<file path="config.mk">
export PLATFORM = sky130hd
export DESIGN_NAME = rtlola_event_queue
export DESIGN_NICKNAME = d
export VERILOG_FILES = /design/src/rtl/rtlola_event_queue.sv
export SDC_FILE = /design/constraint.sdc
export NUM_CORES = 2
export LEC_CHECK = 0
export CORE_MARGIN = 3
export CORE_UTILIZATION = 40
export DETAILED_ROUTE_END_ITERATION = 12
export MAX_ROUTING_LAYER = met4
export SLEW_MARGIN = 20
export SYNTH_ARGS = -nofsm -noshare
export SYNTH_HDL_FRONTEND = slang
export SYNTH_SLANG_ARGS = --single-unit
</file>
<file path="constraint.sdc">
create_clock -name clk -period 61.6 [get_ports clk]
set_input_delay 12.32 -clock clk [delete_from_list [all_inputs] [get_ports clk]]
set_output_delay 12.32 -clock clk [all_outputs]
set_load 0.05 [all_outputs]
</file>
<file path="src/rtl/rtlola_event_queue.sv">
// Input-event FIFO between the monitor input interface and the evaluation pipeline.
// Optional macro RTLOLA_EVENT_QUEUE_DROP_OLDEST_EN: a push into a full queue overwrites the oldest entry.
module rtlola_event_queue #(
    parameter int NUM_INPUTS = 2,
    parameter int DATA_W     = 64,
    parameter int DEPTH      = 8,
    parameter int TS_W       = 32,
    parameter int TAG_W      = 64
) (
    input  logic                           clk,
    input  logic                           rst,
    input  logic                           en,
    input  logic [NUM_INPUTS*DATA_W-1:0]   input_data,
    input  logic [NUM_INPUTS-1:0]          new_input,
    input  logic                           pop,
    output logic [NUM_INPUTS*DATA_W-1:0]   head_data,
    output logic [NUM_INPUTS-1:0]          head_mask,
    output logic [TS_W-1:0]                head_ts,
    output logic [TAG_W-1:0]               llc_tag,
    output logic                           q_push,
    output logic                           q_push_valid,
    output logic                           q_pop,
    output logic                           q_pop_valid,
    output logic                           empty,
    output logic                           full,
    output logic [$clog2(DEPTH):0]         count,
    output logic                           overflow
);
    localparam int PTR_W = $clog2(DEPTH);
    localparam int CNT_W = PTR_W + 1;

    logic [NUM_INPUTS*DATA_W-1:0] mem_data [DEPTH];
    logic [NUM_INPUTS-1:0]        mem_mask [DEPTH];
    logic [TS_W-1:0]              mem_ts   [DEPTH];
    logic [TAG_W-1:0]             mem_tag  [DEPTH];

    logic [PTR_W-1:0]             wr_ptr, rd_ptr, rd_ptr_nxt;
    logic [CNT_W-1:0]             count_nxt;
    logic [TS_W-1:0]              ts_ctr;
    logic [TAG_W-1:0]             tag_ctr;
    logic [NUM_INPUTS*DATA_W-1:0] in_vals;
    logic                         push_req, push_ok, pop_ok, drop_old, rd_adv, bypass;

    // Channels without a fresh strobe are stored as zero so stale bus values never leak.
    always_comb begin
        in_vals = '0;
        for (int i = 0; i < NUM_INPUTS; i++) begin
            if (new_input[i]) in_vals[i*DATA_W +: DATA_W] = input_data[i*DATA_W +: DATA_W];
        end
    end

    always_comb begin
        push_req = en & (|new_input);
        pop_ok   = en & pop & ~empty;
`ifdef RTLOLA_EVENT_QUEUE_DROP_OLDEST_EN
        drop_old = push_req & full & ~pop_ok;
        push_ok  = push_req;
`else
        drop_old = 1'b0;
        push_ok  = push_req & (~full | pop_ok);
`endif
        rd_adv     = pop_ok | drop_old;
        rd_ptr_nxt = rd_adv ? rd_ptr + PTR_W'(1) : rd_ptr;
        case ({push_ok & ~drop_old, pop_ok})
            2'b10:   count_nxt = count + CNT_W'(1);
            2'b01:   count_nxt = count - CNT_W'(1);
            default: count_nxt = count;
        endcase
        // The new head may be the slot written this very cycle (empty queue).
        bypass = push_ok & (wr_ptr == rd_ptr_nxt);
    end

    always_ff @(posedge clk) begin
        if (push_ok) begin
            mem_data[wr_ptr] <= in_vals;
            mem_mask[wr_ptr] <= new_input;
            mem_ts[wr_ptr]   <= ts_ctr;
            mem_tag[wr_ptr]  <= tag_ctr;
        end
    end

    always_ff @(posedge clk or posedge rst) begin
        if (rst) begin
            wr_ptr       <= '0;
            rd_ptr       <= '0;
            count        <= '0;
            ts_ctr       <= '0;
            tag_ctr      <= '0;
            overflow     <= 1'b0;
            empty        <= 1'b1;
            full         <= 1'b0;
            q_push       <= 1'b0;
            q_push_valid <= 1'b0;
            q_pop        <= 1'b0;
            q_pop_valid  <= 1'b0;
            head_data    <= '0;
            head_mask    <= '0;
            head_ts      <= '0;
            llc_tag      <= '0;
        end else begin
            q_push       <= push_req;
            q_push_valid <= push_ok;
            q_pop        <= en & pop;
            q_pop_valid  <= pop_ok;
            if (en) ts_ctr <= ts_ctr + TS_W'(1);
            if (push_ok) begin
                wr_ptr  <= wr_ptr + PTR_W'(1);
                tag_ctr <= tag_ctr + TAG_W'(1);
            end
            if ((push_req & ~push_ok) | drop_old) overflow <= 1'b1;
            rd_ptr <= rd_ptr_nxt;
            count  <= count_nxt;
            empty  <= (count_nxt == '0);
            full   <= (count_nxt == CNT_W'(DEPTH));
            if (count_nxt != '0) begin
                if (bypass) begin
                    head_data <= in_vals;
                    head_mask <= new_input;
                    head_ts   <= ts_ctr;
                    llc_tag   <= tag_ctr;
                end else begin
                    head_data <= mem_data[rd_ptr_nxt];
                    head_mask <= mem_mask[rd_ptr_nxt];
                    head_ts   <= mem_ts[rd_ptr_nxt];
                    llc_tag   <= mem_tag[rd_ptr_nxt];
                end
            end
        end
    end
endmodule

</file>
# --- Word-level counts from Yosys, hierarchy flattened ---
# Memories as Yosys holds them, arrays and structs flattened. A register that Yosys moved wholly into a read port is not among the register bits.
# Index checks and enable logic that the tools add are counted.
totals:
  out_inout_bits: 237
  mem_bits_rw: 1808
  memories: 4
  elab_cells: 43
  register_bits: 113
  inputBits: 134
op_classes:
  reduce_logical: 3
  muxes: 6
  addsub: 6
  bitwise_logic: 9
  n_eq_ne: 3
memory_table:
  columns: ["memory", "depth", "word_bits", "rd", "rd_clocked_by_memory_dff", "wr", "line_no", "text"]
  rows:
  - ["mem_data", 8, 128, 1, 1, 1, "32", "logic [NUM_INPUTS*DATA_W-1:0] mem_data [DEPTH];"]
  - ["mem_tag", 8, 64, 1, 1, 1, "35", "logic [TAG_W-1:0] mem_tag [DEPTH];"]
  - ["mem_ts", 8, 32, 1, 1, 1, "34", "logic [TS_W-1:0] mem_ts [DEPTH];"]
  - ["mem_mask", 8, 2, 1, 1, 1, "33", "logic [NUM_INPUTS-1:0] mem_mask [DEPTH];"]
op_table:
  columns: ["cell", "count"]
  rows:
  - ["two-way mux 64 bit", 2]
  - ["adder 64 x 1 -> 64 bit (second input constant)", 1]
  - ["adder 32 x 1 -> 32 bit (second input constant)", 1]
  - ["case mux 4 bit (2 select lines)", 1]
  - ["adder 3 x 1 -> 3 bit (second input constant)", 2]
  - ["bitwise AND 1 bit", 5]
  - ["adder 4 x 1 -> 4 bit (second input constant)", 1]
  - ["equality test 4 bit (second input constant)", 1]
  - ["zero test 4 bit", 1]
  - ["nonzero test 4 bit", 1]
  - ["subtractor 4 x 1 -> 4 bit (second input constant)", 1]
  - ["two-way mux 3 bit", 1]
  - ["NOT 1 bit", 3]
  - ["equality test 2 x 1 -> 1 bit (second input constant)", 1]
  - ["equality test 2 bit (second input constant)", 1]
  - ["two-way mux 1 bit", 2]
  - ["OR reduction 2 bit", 1]
  - ["bitwise OR 1 bit", 1]

# --- Depth between registers and ports, before layout ---
logic_depth:
  depth_word: 7
  ltp_mapped: 17
  mapped_depth_nobuf: 12

# --- Least setup slack after synthesis ---
# No wires, ideal clock.
synth_timing:
  path_type: "input to register"
  startpoint: "input port en"
  endpoint: "memory mem_data[2][0] in the netlist's numbering (enable)"
  setup_slack_ps: 24170
  path_stages: 5
  setup_ps: 1446
  path_buffers: 2
  arrival_time_ps: 35984
  t_required_ps: 60153
  path_cell_list: "buf_4 > o21a_1 > o21ai_1 > clkbuf_1 > nor4b_1"
synth_via:
  elab_cells_between_ends: 7
  cone_classes: "mux: 2; bitwise: 5"
synth_rtl:
  columns: ["item", "line_no", "text"]
  rows:
  - ["start, declared", "12", "input logic en,"]
  - ["bitwise AND 1 bit", "53", "push_req = en & (|new_input);"]
  - ["net push_req", "42", "logic push_req, push_ok, pop_ok, drop_old, rd_adv, bypass;"]
  - ["bitwise AND 1 bit", "60", "push_ok = push_req & (~full | pop_ok);"]
  - ["two-way mux 1 bit", "74", "if (push_ok) begin"]
  - ["two-way mux 1 bit (implied by the code)", "75", "mem_data[wr_ptr] <= in_vals;"]
  - ["end, declared", "32", null]
# The timed path passes the listed nets, and every way through them passes these cells.

# --- Worst setup path in the final report ---
layout_timing:
  startpoint: "input port en"
  endpoint: "register head_data[82] (read register of mem_data)"
layout_via:
  elab_chain_len: 7
  elab_cells_between_ends: 10
  cone_classes: "eq/ne: 2; mux: 2; bitwise: 5; reduce/logical: 1"
layout_rtl:
  columns: ["item", "line_no", "text"]
  rows:
  - ["bitwise AND 1 bit (*) (2 in series)", "54", "pop_ok = en & pop & ~empty;"]
  - ["net pop_ok", "42", null]
  - ["bitwise OR 1 bit", "60", null]
  - ["bitwise AND 1 bit", "60", null]
  - ["equality test 2 x 1 -> 1 bit or equality test 2 bit (tied branches)", "64", "case ({push_ok & ~drop_old, pop_ok})"]
  - ["case mux 4 bit (2 select lines)", "64", null]
  - ["nonzero test 4 bit", "115", "if (count_nxt != '0) begin"]
  - ["end, declared", "16", "output logic [NUM_INPUTS*DATA_W-1:0] head_data,"]
# The timed path passes the listed nets; every way through them passes the cells marked *.
# A chain may end at the register's enable or synchronous reset.

==> impl_metrics.env <==
export IMPL_power_density_nw_per_um2=54.67
export IMPL_timing_rr_start="empty"
export IMPL_drive_above_1_share_pct=6.732
export IMPL_slew_headroom_pct=21.73
export IMPL_numPortBuffers=370
export IMPL_r2r_end="head_data[82]"
export IMPL_initial_core_util_pct=40.36
export IMPL_overflow=0
export IMPL_post_route_period_util_pct=27.90
export IMPL_place_congestion=0.7610
export IMPL_dp_hpwl_um=113900
export IMPL_whs_path_depth=2
export IMPL_drt_pre_antenna_iters=5
export IMPL_ioPinCount=371
export IMPL_viasPerCell=5.531
export IMPL_syn_avg_cell_area_sq_um=13.86
export IMPL_clockBufferDepth=3
export IMPL_dominantRegCellSynth="edfxtp_1"
export IMPL_antenna_found_initial=20
export IMPL_reg2reg_setup_slack_ps=56250
export IMPL_postLayoutCellArea_sq_um=97480
export IMPL_leakagePower_nw=34.10
export IMPL_postRouteAntennaNets=0
export IMPL_fp_coreArea_sq_um=207700
export IMPL_outcome="complete, no violations"
export IMPL_synthCells=6050
export IMPL_fp_dieW_um=463.8
export IMPL_grt_max_degree=199
export IMPL_drv_slew=0
export IMPL_cap_violations=0
export IMPL_final_common_cell="edfxtp_1"
export IMPL_drtIter0Drc=4940
export IMPL_syn_area_sq_um=83820
export IMPL_worst_slew_pin_slew_ps=1174
export IMPL_cp_max_fo=145
export IMPL_yosysUniqueCellTypes=54
export IMPL_worst_setup_path_type="input port to register"
export IMPL_via_count=51680
export IMPL_die_area_sq_um=215100
export IMPL_rsz0062_at_grt="no"
export IMPL_setup_viol=0
export IMPL_wirelength_um=232900
export IMPL_fp_row_count=167
export IMPL_hold_path_class="register to register"
export IMPL_cts_htree_levels=4
export IMPL_crit_end="head_data[82]"
export IMPL_gr_usage_all_layers_pct=21.80
export IMPL_setup_ws_ps=44410
export IMPL_hold_viol=0
export IMPL_required_ps=62360
export IMPL_ys_seq_elements=2147
export IMPL_grt_pass1_vias=51030
export IMPL_synthToLayoutAreaGrowth_pct=16.29
export IMPL_syn_num_nets=6191
export IMPL_clkSinkCount=2147
export IMPL_drcViolationCount=0
export IMPL_ir_worst_vdd_mv=0.05135
export IMPL_numCtsBuffers=217
export IMPL_clock_latency_ps=870
export IMPL_p_total_w=0.005329
export IMPL_tns_ps=0
export IMPL_fin_crit_ps=17190
export IMPL_place_ws_ps=43470
export IMPL_timing_fmax_mhz=58.19
export IMPL_post_cts_buffers=0
export IMPL_cts_resized=0
export IMPL_ys_warn_count=0
export IMPL_grt_pass1_wl_um=343400
export IMPL_critPathLaunchType="input port"
export IMPL_final_cell_mix="edfxtp_1 (1808), nand2_1 (1279), a21oi_1 (453)"
export IMPL_finalNetCount=6481
export IMPL_synth_edf_count=1808
export IMPL_die_height_um=463.8
export IMPL_hold_buffers=0
export IMPL_holdWs_ps=489.4
export IMPL_ys_async_sr_fraction_pct=15.79
export IMPL_clk_pin_slew_ps=60
export IMPL_skew_ps=54.11
export IMPL_wl_per_cell_um=24.92
export IMPL_crit_start="en"
export IMPL_clockRootBuffer="clkbuf_16"
export IMPL_critPathCaptureType="register"
export IMPL_r2r_cells=11
export IMPL_arrival_ps=17950
export IMPL_place_area_sq_um=90200
export IMPL_yosysSeqAreaShare_pct=74.89
export IMPL_cts_tree="yes"
-- routing by layer --
layer,vias to the layer above,track usage [%],share of wire (%)
met1,26590,29.57,44
met5,-,-,0
met2,1761,33.88,48
met4,0,6.169,2.3
li1,23010,-,-
met3,320,3.866,6.5
-- sequential cells by signal (all words and copies together) (netlist names) --
signal	count
empty	1
q_pop_valid	1
mem_data	1024
q_pop	1
head_ts	32
wr_ptr	3
head_data	128
count	4
q_push	1
tag_ctr	64
mem_ts	256
rd_ptr	3
full	1
overflow	1
llc_tag	64
mem_tag	512
ts_ctr	32
head_mask	2
q_push_valid	1
mem_mask	16
-- cells by family (layout without fill, tap and decap cells) --
group                      count (synthesis)  count (layout)  synth area share (%)
DFF                                     2147            2147                 74.89
and+or+nand+nor                         2128            2128                 11.33
AOI/OAI and AO/OA                        919             919                 6.183
buffers and inverters                    395             881                 2.191
muxes                                    348             348                 4.188
xor gates and xnor gates                 106             106                 1.117
adders and majority gates                  7               7                0.1045
other                                      0              20                     0
-- stage by stage --
step | std cells | utilization [%]
finish | 9344 | 46.93
global route | 9342 | 46.93
CTS | 9323 | 46.90
detailed placement | 8908 | 43.43
global placement | 8908 | 43.43
floorplan | 6050 | -
-- power breakdown --
part	total [W]	internal, W	switching (W)
Sequential	0.00196	0.00183	0.000131
Combinational	0.00205	0.000616	0.00143
Clock	0.00132	0.000757	0.000560
Total	0.00533	0.00321	0.00212
-- worst max-delay path, stage by stage --
cell	delay (ps)
clkdlybuf4s50_1	970
nand3b_4	180
inv_4	200
xnor2_4	180
buf_12	650
buf_4	860
buf_4	850
buf_4	800
mux2i_1	160
a32oi_1	200
nand4_1	150
a21oi_1	190
-- worst min path at each step --
| stage | to | from |
|---|---|---|
| after floorplan | mem_ts[0][7] | ts_ctr[7] |
| after global placement | head_ts[30] | head_ts[30] |
| after detailed placement | head_data[127] | head_data[127] |
| after CTS | head_ts[28] | head_ts[28] |
| after global routing | llc_tag[28] | llc_tag[28] |
| final | llc_tag[53] | llc_tag[53] |
-- Yosys cell counts (25+ instances only) --
cell type  number  area (sq um)
o22ai_1       115         719.4
nand3_1       263          1316
nand4_1       145         907.1
a32oi_1       112         980.9
dfrtp_1       338          8458
o21ai_1       122         610.6
clkbuf_1      177         664.4
nor2_1        137         514.2
a21oi_1       453          2267
and2_1        130         813.3
buf_2         158         790.8
xnor2_1        88         770.7
nor4_1        118         738.2
mux2i_1       344          3443
edfxtp_1     1808         54290
o21ai_0       110         550.5
nand2_1      1283          4816
buf_4          25         187.7
-- area by class of cell --
| cell class | instances | area (sq um) |
|---|---|---|
| inverters | 11 | 66.31 |
| fillers | 18180 | 110200 |
| flip-flops and latches | 2147 | 62780 |
| diodes | 20 | 50.05 |
| clock buffers | 314 | 6098 |
| repair buffers | 455 | 4539 |
| well taps | 2788 | 3488 |
| clock inverters | 101 | 1107 |
| multi-input cells | 3508 | 19350 |
No activity file was read; power rests on OpenSTA's default activity.
